--- src/rtl/mux_scan_sequencer.sv ---
// mux_scan_sequencer
//   Drives the 2-bit select of a downstream 4:1 mux through channels 0..3,
//   holds each channel for DWELL cycles, latches the mux result bit at the end
//   of each dwell and publishes the four bits as one word with a one-cycle
//   valid pulse. Supports single-shot and continuous scanning.
//
//   Optional feature macro: MUX_SCAN_CHANGE_EN
//     defined   -> 'changed' port pulses with valid when the new word differs
//                  from the previous one (first word compares against 0).
//     undefined -> 'changed' port and its compare logic are absent.
//
// Ports
//   clk         in   rising-edge clock
//   rst_n       in   asynchronous active-low reset
//   start       in   level, sampled only while idle, begins a scan
//   continuous  in   sampled at end of scan; 1 = rescan without idle gap
//   mux_out     in   result bit of the downstream mux
//   sel         out  [1:0] mux select
//   sample      out  [3:0] captured word, sample[i] = mux_out while sel==i
//   valid       out  one-cycle pulse marking a new sample word
//   busy        out  high whenever a scan is in progress
//   changed     out  (MUX_SCAN_CHANGE_EN only) new word differs from previous
module mux_scan_sequencer #(
    parameter int unsigned DWELL = 4,
    parameter int unsigned CNT_W = 8
) (
    input  logic       clk,
    input  logic       rst_n,
    input  logic       start,
    input  logic       continuous,
    input  logic       mux_out,
    output logic [1:0] sel,
    output logic [3:0] sample,
    output logic       valid,
`ifdef MUX_SCAN_CHANGE_EN
    output logic       changed,
`endif
    output logic       busy
);

    localparam int unsigned SEL_W    = 2;
    localparam int unsigned WORD_W   = 4;
    localparam int unsigned SHADOW_W = 3;

    localparam logic [CNT_W-1:0] CNT_RELOAD = CNT_W'(DWELL - 1);
    localparam logic [SEL_W-1:0] SEL_LAST   = SEL_W'(3);

    typedef enum logic {
        ST_IDLE = 1'b0,
        ST_SCAN = 1'b1
    } state_t;

    state_t              state_q, state_d;
    logic [CNT_W-1:0]    cnt_q, cnt_d;
    logic [SEL_W-1:0]    sel_q, sel_d;
    logic [SHADOW_W-1:0] shadow_q, shadow_d;
    logic [WORD_W-1:0]   sample_q, sample_d;
    logic                valid_q, valid_d;
    logic                busy_q, busy_d;
    logic [WORD_W-1:0]   word_c;
`ifdef MUX_SCAN_CHANGE_EN
    logic                changed_q, changed_d;
`endif

    // Word completed by the channel-3 capture on this edge.
    assign word_c = {mux_out, shadow_q};

    // Next-state and next-output logic.
    always_comb begin
        state_d  = state_q;
        cnt_d    = cnt_q;
        sel_d    = sel_q;
        shadow_d = shadow_q;
        sample_d = sample_q;
        valid_d  = 1'b0;
        busy_d   = busy_q;
`ifdef MUX_SCAN_CHANGE_EN
        changed_d = 1'b0;
`endif
        case (state_q)
            ST_IDLE: begin
                if (start) begin
                    state_d = ST_SCAN;
                    sel_d   = '0;
                    cnt_d   = CNT_RELOAD;
                    busy_d  = 1'b1;
                end
            end
            ST_SCAN: begin
                if (cnt_q != '0) begin
                    cnt_d = cnt_q - CNT_W'(1);
                end else if (sel_q != SEL_LAST) begin
                    // Channels 0..2 park their bit in the shadow register.
                    case (sel_q)
                        2'd0:    shadow_d[0] = mux_out;
                        2'd1:    shadow_d[1] = mux_out;
                        default: shadow_d[2] = mux_out;
                    endcase
                    sel_d = sel_q + SEL_W'(1);
                    cnt_d = CNT_RELOAD;
                end else begin
                    // Channel 3 completes the word; wrap sel explicitly.
                    sample_d = word_c;
                    valid_d  = 1'b1;
`ifdef MUX_SCAN_CHANGE_EN
                    changed_d = (word_c != sample_q);
`endif
                    sel_d = '0;
                    if (continuous) begin
                        cnt_d = CNT_RELOAD;
                    end else begin
                        state_d = ST_IDLE;
                        busy_d  = 1'b0;
                    end
                end
            end
            default: begin
                state_d = ST_IDLE;
                busy_d  = 1'b0;
                sel_d   = '0;
            end
        endcase
    end

    // State and output registers.
    always_ff @(posedge clk or negedge rst_n) begin
        if (!rst_n) begin
            state_q  <= ST_IDLE;
            cnt_q    <= '0;
            sel_q    <= '0;
            shadow_q <= '0;
            sample_q <= '0;
            valid_q  <= 1'b0;
            busy_q   <= 1'b0;
`ifdef MUX_SCAN_CHANGE_EN
            changed_q <= 1'b0;
`endif
        end else begin
            state_q  <= state_d;
            cnt_q    <= cnt_d;
            sel_q    <= sel_d;
            shadow_q <= shadow_d;
            sample_q <= sample_d;
            valid_q  <= valid_d;
            busy_q   <= busy_d;
`ifdef MUX_SCAN_CHANGE_EN
            changed_q <= changed_d;
`endif
        end
    end

    assign sel    = sel_q;
    assign sample = sample_q;
    assign valid  = valid_q;
    assign busy   = busy_q;
`ifdef MUX_SCAN_CHANGE_EN
    assign changed = changed_q;
`endif

endmodule

--- config.mk ---
export PLATFORM = sky130hd
export DESIGN_NAME = mux_scan_sequencer
export DESIGN_NICKNAME = d
export VERILOG_FILES = /design/src/rtl/mux_scan_sequencer.sv
export SDC_FILE = /design/constraint.sdc
export NUM_CORES = 1
export LEC_CHECK = 0
export ABC_AREA = 1
export BUFFER_PORTS_ARGS = -buffer_cell sky130_fd_sc_hd__clkbuf_2
export CAP_MARGIN = 10
export CORE_MARGIN = 2
export CORE_UTILIZATION = 55
export DETAILED_ROUTE_END_ITERATION = 8
export HOLD_SLACK_MARGIN = 0.05
export PLACE_DENSITY = 0.81
export SLEW_MARGIN = 20
export SYNTH_ARGS = -nofsm -noshare
export SYNTH_HDL_FRONTEND = slang
export SYNTH_SLANG_ARGS = --single-unit
--- constraint.sdc ---
create_clock -name clk -period 2.28 [get_ports clk]
set_input_delay 0.228 -clock clk [delete_from_list [all_inputs] [get_ports clk]]
set_output_delay 0.228 -clock clk [all_outputs]
set_load 0.01 [all_outputs]
* Word-level counts from Yosys, hierarchy flattened
Index checks and enable logic that the tools add are counted.
** Storage, ports and cells
- Output and inout port bits :: 8
- Bits in registers :: 20
- Word-level logic and storage cells :: 54
** Operators by class
- Mux-type cells :: 22
- Reduce and logical (&&, ||, !) cells :: 10
- Add/sub/neg operators :: 2
- Eq/ne operators :: 7
- Bitwise logic cells :: 4
** Operators by type and width (count)
- 8-bit 2-to-1 mux :: 4
- 8-bit one-hot mux with 2 select lines :: 1
- 4-bit AND reduction :: 4
- 1-bit 2-to-1 mux :: 11
- 2-bit != test (second input constant) :: 5
- 8-bit nonzero test :: 1
- 8-bit by 1-bit subtractor with 8-bit output (second input constant) :: 1
- 2-bit 2-to-1 mux :: 3
- 4-bit by 2-bit != test with 1-bit output (second input constant) :: 1
- 1-bit NOT :: 4
- 1-bit one-hot mux with 2 select lines :: 2
- 2-bit one-hot mux with 2 select lines :: 1
- 2-bit AND reduction :: 2
- 3-bit AND reduction :: 1
- 2-bit by 1-bit adder with 2-bit output (second input constant) :: 1
- 2-bit by 1-bit equality test with 1-bit output (second input constant) :: 1
- 2-bit logical NOT :: 1
- 2-bit OR reduction :: 1

* Depth between registers and ports, before layout
- Word-level depth :: 4
- Mapped depth :: 8
- Depth with buffers taken out :: 8

* Worst setup path after synthesis
OpenSTA, ideal clock, no wires.
- Path type :: reg2reg
- Start point :: register cnt_q[0]
- End point :: register shadow_q[2]
- Path buffers :: 0
- Setup slack :: 981 ps
- Arrival time :: 1180 ps
- Cell stages (with the launch flop) :: 8
- Cells stage by stage :: dfrtp_1 inv_1 ha_1 nand2_2 nor2_8 nand2_1 o21ai_0 inv_1
** Between the ends
- Longest elaborated chain between the ends :: 3
** Ends and longest elaborated chain
- start: declaration :: line 54 : logic [CNT_W-1:0] cnt_q, cnt_d;
- start signal: assignment :: line 140 : cnt_q <= cnt_d;
- 8-bit nonzero test :: line 90 : if (cnt_q != '0) begin
- 1-bit NOT (no line)
- 4-bit AND reduction (no line)
- end signal: assignment :: line 142 : shadow_q <= shadow_d;
- end: declaration :: line 56 : logic [SHADOW_W-1:0] shadow_q, shadow_d;
Every way passes these cells.
A chain may end at the register's enable or synchronous reset.

* Worst setup path after layout
Ends and elaborated chain as after synthesis.

==> reports/qor.yml <==
outcome:
  status: "complete, no violations"
placement:
  dpl_cell_area_sq_um: 1240
  place.gp.congestion: 0.8923
  portBuffers: 12
  place_hpwl_mm: 1.511
setup_path:
  worst-path-buf-inv: 2
  cp.required_ps: 2490
  path_class: "register to register"
  worst_setup_path_end_kind: "register"
  startpoint_type: "register"
  crit_chain: "inv_1 > ha_1 > nand2_2 > nor2_8 > nand2_1 > o21ai_0 > inv_1"
  crit_arrival_ps: 1700
  critical_path.slowest_cell: "dfrtp_1"
  timing.critical_path.from: "cnt_q[0]"
  crit_fanout: 6
  cpPeakStageDelay_ps: 440
  r2r-start: "cnt_q[0]"
  cp_top_family: "flip-flops"
  timing.critical_path.mode_cell: "inv_1"
detailed_routing:
  drt_iter0_drc: 15
  firstDrtPassIters: 4
  drt-total-wl_mm: 2.045
  drc: 0
  ant_nets: 0
  wl_per_cell_um: 11.36
  vias_per_cell: 5.089
  via_count: 916
die:
  die_w_um: 49.85
  start_util_pct: 58.33
  dieArea_sq_um: 2485
  top_level_ports: 13
  row_count: 16
  die_y_um: 49.85
  core-area_sq_um: 1982
finish:
  fin_util_pct: 64.90
  area_growth_pct: 11.26
  num-fill-cells: 158
  drive_gt1_share_pct: 18.95
  fin_area_sq_um: 1286
  layout.nets: 166
  diodes: 0
logic_synthesis:
  synth-seq-cells: 20
  syn_nets: 150
  netlist-cell-type-count: 22
  synth_warnings: 0
  post-synth-top-count-cell: "nand2_1"
  ys_top_cells_by_area: "dfrtp_1 43%, nand2_1 10%, nand3_1 8.2%"
  async_flop_share_pct: 100.0
  avgSynthCellArea_sq_um: 8.378
  netlist_instances: 138
  synth_edf_count: 0
  synth.largest_area_cell: "dfrtp_1"
  synth_commonest_cells: "32 x nand2_1, 20 x dfrtp_1, 19 x nand3_1"
  yosysTopAreaCellShare_pct: 43.29
  synth.yosys.seq_area_share_pct: 43.29
  syn_area_sq_um: 1156
  yosys_most_used_dff: "dfrtp_1"
clock_tree:
  ctsHtreeMaxLevel: 1
  cts_tree: "yes"
  clockBufferDepth: 2
  root_buffer: "clkbuf_4"
  path_clk_slew_ps: 110
  cts_resized: 0
  clock_latency_ps: 310
  cts_made_buffers: 3
  cts.sinks: 20
timing:
  slew_violations: 0
  fin_crit_ps: 1489
  setup_viol: 0
  fin_crit_sh_pct: 65.30
  finalHoldViolations: 0
  slew-limit-headroom_pct: 67.96
  rsz0062_at_grt: "false"
  fmax_mhz: 671.7
  fin_worst_skew_ps: 1.073
  worst_slew_pin_slew_ps: 480.7
  fin_setup_tns_ps: 0
grt:
  overflow: 0
  grt_max_degree: 21
  grt_use_total_pct: 20.08
  grt_pass1_wl_mm: 3.726
  grt_pass1_vias: 911
  antenna_found_initial: 0
min_path:
  hp-class: "input port to register"
  hold_path_startpoint: "mux_out"
pwr:
  ir_drop_uv: 729.3
  p_per_area_nw_per_um2: 1107
  power.leakage_uw: 0.0007229
run:
  drv_cap: 0
[stage by stage]
| stage | hold slack (ps) | cells | power [uW] | setup slack [ps] |
|---|---|---|---|---|
| final | 161.0 | 180 | 1423 | 791.2 |
| after global routing | 171.4 | 180 | 1549 | 682.1 |
| after CTS | 151.8 | 180 | 1436 | 781.2 |
| after detailed placement | 211.7 | 175 | 1221 | 805.8 |
| after global placement | 208.1 | 175 | 1188 | 915.9 |
| after floorplan | -67.59 | 138 | 1071 | 980.8 |
[timing repair]
| item | in CTS | in global routing |
|---|---|---|
| setup buffers | 0 | 0 |
| hold endpoints to repair | 20 | 0 |
| hold buffers | 1 | 0 |
[flip-flops by register name, indices dropped and copies added, names as in the netlist]
name / cells
busy: 1
cnt_q: 8
sample: 4
sel: 2
shadow_q: 3
state_q: 1
valid: 1
[layer usage]
metal,share of wire [%],vias to the layer above,global-route usage [%]
li1,-,468,-
met1,47,425,24.95
met2,47,19,32.89
met3,3.7,4,3.030
met4,2.2,0,12.04
met5,0,-,0
[final timing paths]
kind	endpoint	slack (ps)	cells after the start
min reg2reg	sample[3]	490	2
max reg2reg	shadow_q[2]	790	7
max	shadow_q[2]	790	7
min	sample[3]	160	3
max in group asynchronous	sample[1]	1560	2
min in group asynchronous	valid	400	2
[report_power, final]
part / switching (uW) / internal [uW]
Combinational: 366 / 230
Sequential: 137 / 480
Clock: 113 / 97.6
[worst min-delay path: stages]
cell	delay, ps
clkbuf_2	110
nand2_1	70
nand2_1	40
[cells by family (layout without fill, tap and decap cells)]
group / Yosys count / in the layout / share of synthesized area, %
flops: 20 / 20 / 43.29
compound gates: 13 / 13 / 6.384
buf+inv: 20 / 35 / 6.710
xor+xnor: 1 / 1 / 0.7577
fa+ha+maj: 7 / 7 / 7.575
simple gates: 77 / 77 / 35.28
[layout by cell type, fill, tap and decap left out]
cell           instances
nand2_1               32
dfrtp_1               20
nand3_1               19
inv_1                 18
clkbuf_2              12
nor2_1                10
ha_1                   7
o21ai_0                6
nand2_4                5
nor2_4                 3
o21ai_1                3
clkbuf_4               3
nand3b_1               2
o21bai_1               2
nand2_2                1
nor2_2                 1
nor2_8                 1
or2_2                  1
o21ai_2                1
nand4_1                1
nor3_1                 1
a21oi_1                1
xor2_1                 1
clkbuf_8               1
dlygate4sd3_1          1
[layout make-up]
| cell class | instances | area, sq um | share of cell area [%] |
|---|---|---|---|
| Multi-Input combinational cell | 98 | 578.1 | 44.94 |
| Sequential cell | 20 | 500.5 | 38.91 |
| Timing Repair Buffer | 13 | 70.07 | 5.447 |
| Inverter | 18 | 67.56 | 5.253 |
| Clock buffer | 4 | 36.28 | 2.821 |
| Tap cell | 27 | 33.78 | 2.626 |
Power figures use the tool's default switching activity.
